[src/rtl/cfg_reg_mux_gen.sv]
// cfg_reg_mux_gen
// Configuration register bank written from the pad interface, with a registered
// debug mux for the IO pads. Sensor results are captured into shadow registers on
// the rising edge of each channel's done signal, and sticky done flags record which
// channels have finished. A selected shadow is read back for the logic analyser.
// Everything runs on clk_i. The pad write strobe is the only input that arrives
// asynchronously, and it is synchronised before use.
module cfg_reg_mux_gen #(
  parameter int REG_W    = 16,
  parameter int NUM_REGS = 4,
  parameter int MUX_W    = 6,
  parameter int NUM_MUX  = 8,
  parameter int SENS_N   = 4,
  parameter int TICK_W   = 12,
  parameter int DAC_W    = 6,
  localparam int ADR_W   = (NUM_REGS > 1) ? $clog2(NUM_REGS) : 1,
  localparam int MADR_W  = (NUM_MUX > 1) ? $clog2(NUM_MUX) : 1,
  localparam int SSEL_W  = (SENS_N > 1) ? $clog2(SENS_N) : 1
) (
  input  logic                       clk_i,
  input  logic                       rst_n_i,
  input  logic                       reg_wr_i,
  input  logic [ADR_W-1:0]           reg_adr_i,
  input  logic [REG_W-1:0]           reg_dat_i,
  output logic [NUM_REGS*REG_W-1:0]  regs_o,
  input  logic [MADR_W-1:0]          mux_adr_i,
  input  logic [NUM_MUX*MUX_W-1:0]   mux_i,
  output logic [MUX_W-1:0]           mux_o,
  input  logic                       start_i,
  input  logic [SENS_N-1:0]          sens_done_i,
  input  logic [SENS_N*TICK_W-1:0]   sens_ticks_i,
  input  logic [SENS_N*DAC_W-1:0]    sens_dac_i,
  input  logic [SSEL_W-1:0]          sens_sel_i,
  output logic [TICK_W-1:0]          sens_ticks_o,
  output logic [DAC_W-1:0]           sens_dac_o,
  output logic [SENS_N-1:0]          done_flags_o
);

  // ---------------------------------------------------------------------------
  // Write path
  // ---------------------------------------------------------------------------
  logic             wr_meta;
  logic             wr_sync;
  logic             wr_sync_d;
  logic             wr_pulse;
  logic             wr_en_q;
  logic [ADR_W-1:0] wr_adr_q;
  logic [REG_W-1:0] wr_dat_q;
  logic             wr_adr_ok;
  logic [REG_W-1:0] regs_q [NUM_REGS];

  // Bring the pad strobe into clk_i through two flops, and keep one more delayed copy for edge detection
  always_ff @(posedge clk_i or negedge rst_n_i) begin
    if (!rst_n_i) begin
      wr_meta   <= 1'b0;
      wr_sync   <= 1'b0;
      wr_sync_d <= 1'b0;
    end else begin
      wr_meta   <= reg_wr_i;
      wr_sync   <= wr_meta;
      wr_sync_d <= wr_sync;
    end
  end

  // A strobe that is held high still yields only one pulse
  assign wr_pulse = wr_sync & ~wr_sync_d;

  // Capture address and data with the pulse; the stage lands the write three edges after the strobe is first sampled
  always_ff @(posedge clk_i or negedge rst_n_i) begin
    if (!rst_n_i) begin
      wr_en_q  <= 1'b0;
      wr_adr_q <= '0;
      wr_dat_q <= '0;
    end else begin
      wr_en_q <= wr_pulse;
      if (wr_pulse) begin
        wr_adr_q <= reg_adr_i;
        wr_dat_q <= reg_dat_i;
      end
    end
  end

  // Addresses past the last register (only possible when NUM_REGS is not a power of two) are dropped
  assign wr_adr_ok = (int'(wr_adr_q) < NUM_REGS);

  // Configuration register bank
  always_ff @(posedge clk_i or negedge rst_n_i) begin
    if (!rst_n_i) begin
      for (int k = 0; k < NUM_REGS; k++) begin
        regs_q[k] <= '0;
      end
    end else if (wr_en_q && wr_adr_ok) begin
      regs_q[wr_adr_q] <= wr_dat_q;
    end
  end

  // Flatten the bank onto the output bus, register k at [k*REG_W +: REG_W]
  always_comb begin
    regs_o = '0;
    for (int k = 0; k < NUM_REGS; k++) begin
      regs_o[k*REG_W +: REG_W] = regs_q[k];
    end
  end

  // ---------------------------------------------------------------------------
  // Debug mux
  // ---------------------------------------------------------------------------
  logic [MUX_W-1:0] mux_arr [NUM_MUX];
  logic             mux_adr_ok;

  // Split the flattened mux inputs into individual words
  always_comb begin
    for (int k = 0; k < NUM_MUX; k++) begin
      mux_arr[k] = mux_i[k*MUX_W +: MUX_W];
    end
  end

  assign mux_adr_ok = (int'(mux_adr_i) < NUM_MUX);

  // Register the selected input, driving zero for a select past the last input
  always_ff @(posedge clk_i or negedge rst_n_i) begin
    if (!rst_n_i) begin
      mux_o <= '0;
    end else if (mux_adr_ok) begin
      mux_o <= mux_arr[mux_adr_i];
    end else begin
      mux_o <= '0;
    end
  end

  // ---------------------------------------------------------------------------
  // Sensor capture and readback
  // ---------------------------------------------------------------------------
  logic [SENS_N-1:0] done_d;
  logic [SENS_N-1:0] done_rise;
  logic [SENS_N-1:0] flags_q;
  logic [TICK_W-1:0] ticks_in [SENS_N];
  logic [DAC_W-1:0]  dac_in   [SENS_N];
  logic [TICK_W-1:0] ticks_sh [SENS_N];
  logic [DAC_W-1:0]  dac_sh   [SENS_N];
  logic              sel_ok;

  // Split the flattened sensor results per channel
  always_comb begin
    for (int k = 0; k < SENS_N; k++) begin
      ticks_in[k] = sens_ticks_i[k*TICK_W +: TICK_W];
      dac_in[k]   = sens_dac_i[k*DAC_W +: DAC_W];
    end
  end

  // Keep the previous done levels so that only a low-to-high transition counts
  always_ff @(posedge clk_i or negedge rst_n_i) begin
    if (!rst_n_i) begin
      done_d <= '0;
    end else begin
      done_d <= sens_done_i;
    end
  end

  assign done_rise = sens_done_i & ~done_d;

  // Each channel copies its results into its own shadow when its done signal rises
  always_ff @(posedge clk_i or negedge rst_n_i) begin
    if (!rst_n_i) begin
      for (int k = 0; k < SENS_N; k++) begin
        ticks_sh[k] <= '0;
        dac_sh[k]   <= '0;
      end
    end else begin
      for (int k = 0; k < SENS_N; k++) begin
        if (done_rise[k]) begin
          ticks_sh[k] <= ticks_in[k];
          dac_sh[k]   <= dac_in[k];
        end
      end
    end
  end

  // Start clears the sticky flags, but a done edge in the same cycle still sets its flag
  always_ff @(posedge clk_i or negedge rst_n_i) begin
    if (!rst_n_i) begin
      flags_q <= '0;
    end else if (start_i) begin
      flags_q <= done_rise;
    end else begin
      flags_q <= flags_q | done_rise;
    end
  end

  assign done_flags_o = flags_q;

  assign sel_ok = (int'(sens_sel_i) < SENS_N);

  // Register the selected shadow for readback, driving zero for a select past the last channel
  always_ff @(posedge clk_i or negedge rst_n_i) begin
    if (!rst_n_i) begin
      sens_ticks_o <= '0;
      sens_dac_o   <= '0;
    end else if (sel_ok) begin
      sens_ticks_o <= ticks_sh[sens_sel_i];
      sens_dac_o   <= dac_sh[sens_sel_i];
    end else begin
      sens_ticks_o <= '0;
      sens_dac_o   <= '0;
    end
  end

endmodule

[config.mk]
export PLATFORM = sky130hd
export DESIGN_NAME = cfg_reg_mux_gen
export DESIGN_NICKNAME = d
export VERILOG_FILES = /design/src/rtl/cfg_reg_mux_gen.sv
export SDC_FILE = /design/constraint.sdc
export NUM_CORES = 1
export LEC_CHECK = 0
export ABC_CLOCK_PERIOD_IN_PS = 1800
export CELL_PAD_IN_SITES_DETAIL_PLACEMENT = 1
export CELL_PAD_IN_SITES_GLOBAL_PLACEMENT = 1
export CORE_ASPECT_RATIO = 0.7
export CORE_UTILIZATION = 38
export CTS_BUF_LIST = sky130_fd_sc_hd__clkbuf_16
export DETAILED_ROUTE_END_ITERATION = 7
export PLACE_DENSITY = 0.92
export SYNTH_ARGS = -nofsm -noshare
export SYNTH_HDL_FRONTEND = slang
export SYNTH_SLANG_ARGS = --single-unit
export TNS_END_PERCENT = 10
[constraint.sdc]
create_clock -name clk_i -period 1.8 [get_ports clk_i]
set_input_delay 0.36 -clock clk_i [delete_from_list [all_inputs] [get_ports clk_i]]
set_output_delay 0.36 -clock clk_i [all_outputs]
set_load 0.02 [all_outputs]
* Word-level counts from Yosys, hierarchy flattened
Cells that the tools add are included.
** Cells by class
- Magnitude comparators :: 4
- Mux-type cells :: 13
- Bitwise operators :: 8
- Reduce and logical (&&, ||, !) cells :: 1
** Operators with widths (number)
- 64-bit bitwise mux :: 1
- 16-bit demux with 2-bit select :: 1
- 12-bit binary-select mux with 2-bit select :: 1
- 12-bit two-way mux :: 2
- 6-bit two-way mux :: 4
- 6-bit binary-select mux with 3-bit select :: 1
- 16-bit two-way mux :: 1
- 6-bit binary-select mux with 2-bit select :: 1
- 3-bit >= comparator, second input constant :: 2
- 2-bit NOT with 3-bit output :: 2
- 4-bit AND :: 1
- 4-bit >= comparator, second input constant :: 1
- 4-bit two-way mux :: 1
- 3-bit NOT with 4-bit output :: 1
- 4-bit NOT :: 1
- 4-bit bitwise OR :: 1
- 3-bit by 1-bit < comparator with 1-bit output, second input constant :: 1
- 1-bit AND :: 1
- 1-bit logical AND :: 1
- 1-bit NOT :: 1
** Word-level totals
- Register bits after elaboration :: 190
- Bits of input ports :: 151
- Output and inout bits :: 92
- Word-level logic and storage cells :: 49

* Depth between registers and ports, before layout
- Depth after elaboration :: 6
- Mapped depth :: 4
- Mapped depth without buffers :: 2

* Least setup slack after synthesis
Ideal clock, no wire load.
- Kind :: in2reg
- From :: in sens_sel_i[0]
- To :: reg sens_dac_o[0]
- Library setup time :: 0.138 ns
- Data arrival time :: 1.353 ns
- Required time :: 1.662 ns
- Slack :: 0.309 ns
- Stages :: 3
- Path buffers :: 2
- Cells stage by stage :: buf_2 buf_4 mux4_2
** Between the ends
- Longest elaborated chain between the ends :: 4
** Ends and longest elaborated chain
- from (decl) :: line 33 : input logic [SSEL_W-1:0] sens_sel_i,
- 2-bit NOT with 3-bit output (not written as such) :: line 201 : sens_dac_o <= dac_sh[sens_sel_i];
- 6-bit binary-select mux with 2-bit select :: line 201
- 6-bit two-way mux (not written as such) (2 in series) :: line 201
- to (signal assigned) :: line 201
- to (decl) :: line 35 : output logic [DAC_W-1:0] sens_dac_o,
Every way passes these cells. The select of a mux whose other input is x is not followed.
A chain may end at the register's enable or synchronous reset.

* Worst setup path in the final report
- From :: reg regs_q, in the netlist regs_o[45]
- To :: out regs_o[45]
** RTL lines
- from (decl) :: line 50 : logic [REG_W-1:0] regs_q [NUM_REGS];
- from (signal, indexed assignment) :: line 93 : regs_q[wr_adr_q] <= wr_dat_q;
- to (decl) :: line 25 : output logic [NUM_REGS*REG_W-1:0] regs_o,
No word-level cell between the ends.

==> flow_summary.json <==
{
  "syn-instance-count": 415,
  "synth_seq_cells": 190,
  "clkSinkCount": 190,
  "grt_max_degree": 52,
  "syn_area_per_cell_um2": 18.1,
  "drc_errors": 0,
  "r2r_start": "wr_adr_q[0]",
  "synth.top_cell.area_share": 0.633,
  "h-tree-depth": 4,
  "wirelength_um": 21200,
  "slowest_stage": "clkdlybuf4s50_1",
  "ctsRootBufferMaster": "clkbuf_16",
  "fin_crit_ps": 1760,
  "r2r_end": "regs_o[44]",
  "skew_ps": 10.2,
  "p_leak_nw": 5.04,
  "switching_share": 0.318,
  "power_switching_w": 0.00444,
  "synth_seq_area_share": 0.633,
  "fin_crit_sh": 0.978,
  "die_area_um2": 20400,
  "cts_buffers": 17,
  "clk_pin_slew_ps": 80,
  "post-synth-top-area-cell": "dfrtp_1",
  "async_flop_share": 1.00,
  "status": "completed",
  "synthToLayoutAreaGrowth_pct": 47.2,
  "max_freq_ghz": 0.568,
  "critPathMaxStageDelay_ps": 610,
  "cp_top_family": "buffers and inverters",
  "dr.pass1.iters": 4,
  "p_clk_frac": 0.257,
  "vias": 4763,
  "synth.area.top_cells": "dfrtp_1 63%, mux2_2 24%, mux4_2 5.4%",
  "wire_per_inst_um": 22.4,
  "maxSlewHeadroom": 0.592,
  "hold_violations": 0,
  "crit_path_end_kind": "output port",
  "die_x_um": 170,
  "start_util": 0.393,
  "layout-drive-gt1-share": 0.342,
  "grt_pass1_wl_um": 33000,
  "setup_tns_ps": 0,
  "io_buffers": 242,
  "cp.required_ps": 1440,
  "p_int_w": 0.00952,
  "drt_iter0_markers": 258,
  "core.rowCount": 42,
  "peakVddDrop_mv": 0.891,
  "vias_per_cell": 5.03,
  "hpwl_um": 15200,
  "first_global_vias": 5600,
  "place_area_um2": 10400,
  "rrSetupSlack_ps": 80,
  "cp.arrival_ps": 1400,
  "finalMaxSlewViolations": 0,
  "globalplace.congestion": 0.856,
  "cts_tree": "built",
  "coreArea_um2": 19100,
  "yosys_warnings": 0,
  "drv_cap": 0,
  "rsz0062_at_grt": "no",
  "synth_edf_count": 0,
  "grt_usage": 0.223,
  "hp-start": "wr_meta",
  "synth.most_common_cell": "dfrtp_1",
  "synthTopCellsByCount": "190 x dfrtp_1, 160 x mux2_2, 18 x mux4_2, 12 x buf_2, 12 x mux4_1",
  "reg2reg_depth": 2,
  "antenna_found_initial": 1,
  "cp_num_buf_inv": 1,
  "hold_path.class": "flip-flop to flip-flop",
  "criticalPathCategory": "flip-flop to output port",
  "critPathMaxFanout": 2,
  "synthesis.nets": 566,
  "antenna_left": 0,
  "holdPathEnd": "wr_sync",
  "final_nets": 821,
  "finalInstanceArea_um2": 11100,
  "die_y_um": 120,
  "synth.cell_area_um2": 7510,
  "grt_overflow": 0,
  "pwr-share-comb": 0.312,
  "clock_path_buffers": 2,
  "pwr_density_cell_nw_per_um2": 1260,
  "tightestPinTransition_ps": 608,
  "startpoint_type": "flip-flop",
  "ios": 243,
  "holdPathStages": 0,
  "yosys_most_used_dff": "dfrtp_1",
  "insertion_delay_ps": 430,
  "path_cells": "clkdlybuf4s50_1",
  "yosysUniqueCellTypes": 16,
  "setup-violations-final": 0,
  "seq_power_share": 0.431
}
[layer usage]
layer  wire [um]  part of all wire  GRT usage
met5           0                 0          0
met4         346             0.016     0.0648
met3        1180             0.056     0.0577
met2       11100              0.52      0.395
met1        8580              0.40      0.266
[repair_timing]
action	CTS	global route
endpoints found under the setup margin	19	45
buffers inserted	0	0
gates resized for setup	19	45
cloned	0	0
hold buffers	1	0
endpoints found under the hold margin	34	0
[cell type report]
type                            instances  area (um^2)
Timing Repair Buffer                  257         2770
Clock buffer                           17          425
Sequential cell                       190         4750
Multi-Input combinational cell        203         2650
Fill cell                            1774         8070
Clock inverter                         14          130
Inverter                                1         3.75
Antenna cell                            1         2.50
Tap cell                              264          330
[power by group through the flow]
stage / clock network, W / registers [W] / logic [W]
finish: 0.00359 / 0.00602 / 0.00435
global route: 0.00386 / 0.00615 / 0.00456
CTS: 0.00368 / 0.00605 / 0.00450
detailed placement: 0 / 0.00611 / 0.00458
global placement: 0 / 0.00596 / 0.00441
floorplan: 0 / 0.00689 / 0.00118
[cells by family after synthesis]
logic type / after synthesis / synth area share
DFF: 190 / 0.633
buffers and inverters: 22 / 0.0166
and+or+nand+nor: 9 / 0.0110
muxes: 190 / 0.336
AOI/OAI and AO/OA: 4 / 0.00400
[per-stage QoR]
stage | hold WS (ps) | instances | setup slack (ps) | util | total power (W)
2_1_floorplan | 64.4 | 415 | 309 | - | 0.00807
3_3_place_gp | 302 | 914 | -154 | 0.544 | 0.0104
3_5_place_dp | 310 | 914 | -216 | 0.544 | 0.0107
4_1_cts | 357 | 946 | 0.433 | 0.572 | 0.0142
5_1_grt | 372 | 947 | 1.43 | 0.578 | 0.0146
6_report | 356 | 947 | 40.2 | 0.578 | 0.0140
[worst max-delay path by stage]
stage	end	from	cells after the start	slack (ps)
after floorplan	sens_dac_o[0]	sens_sel_i[0]	3	310
after global placement	mux_o[3]	mux_adr_i[0]	4	-150
after detailed placement	mux_o[4]	mux_adr_i[0]	4	-220
after CTS	regs_o[49]	regs_o[49]	1	0.4
after global routing	regs_o[27]	regs_o[27]	1	1
final	regs_o[45]	regs_o[45]	1	40
[registers in the layout, indices dropped and copies added, names as in the netlist]
signal / cells
done_d: 4
wr_dat_q: 16
sens_ticks_o: 12
wr_adr_q: 2
mux_o: 6
dac_sh: 24
ticks_sh: 48
wr_sync: 1
sens_dac_o: 6
wr_sync_d: 1
wr_meta: 1
wr_en_q: 1
regs_o: 64
done_flags_o: 4
[placed cells by master, fill, tap and decap left out, types with 5 or more instances in the layout]
master           instances
mux2_2                 160
dlygate4sd2_1           19
dfrtp_1                190
clkbuf_16               17
nor2b_2                  5
buf_12                  11
dlymetal6s2s_1          45
clkdlybuf4s50_1        177
mux4_2                  18
mux4_1                  12
[worst register-to-register path, cell delays in order, from the launching register on]
cell and delay, ps:
dfrtp_1 470, nand3b_2 640, mux2_2 500
(Power assumes the default switching activity.)
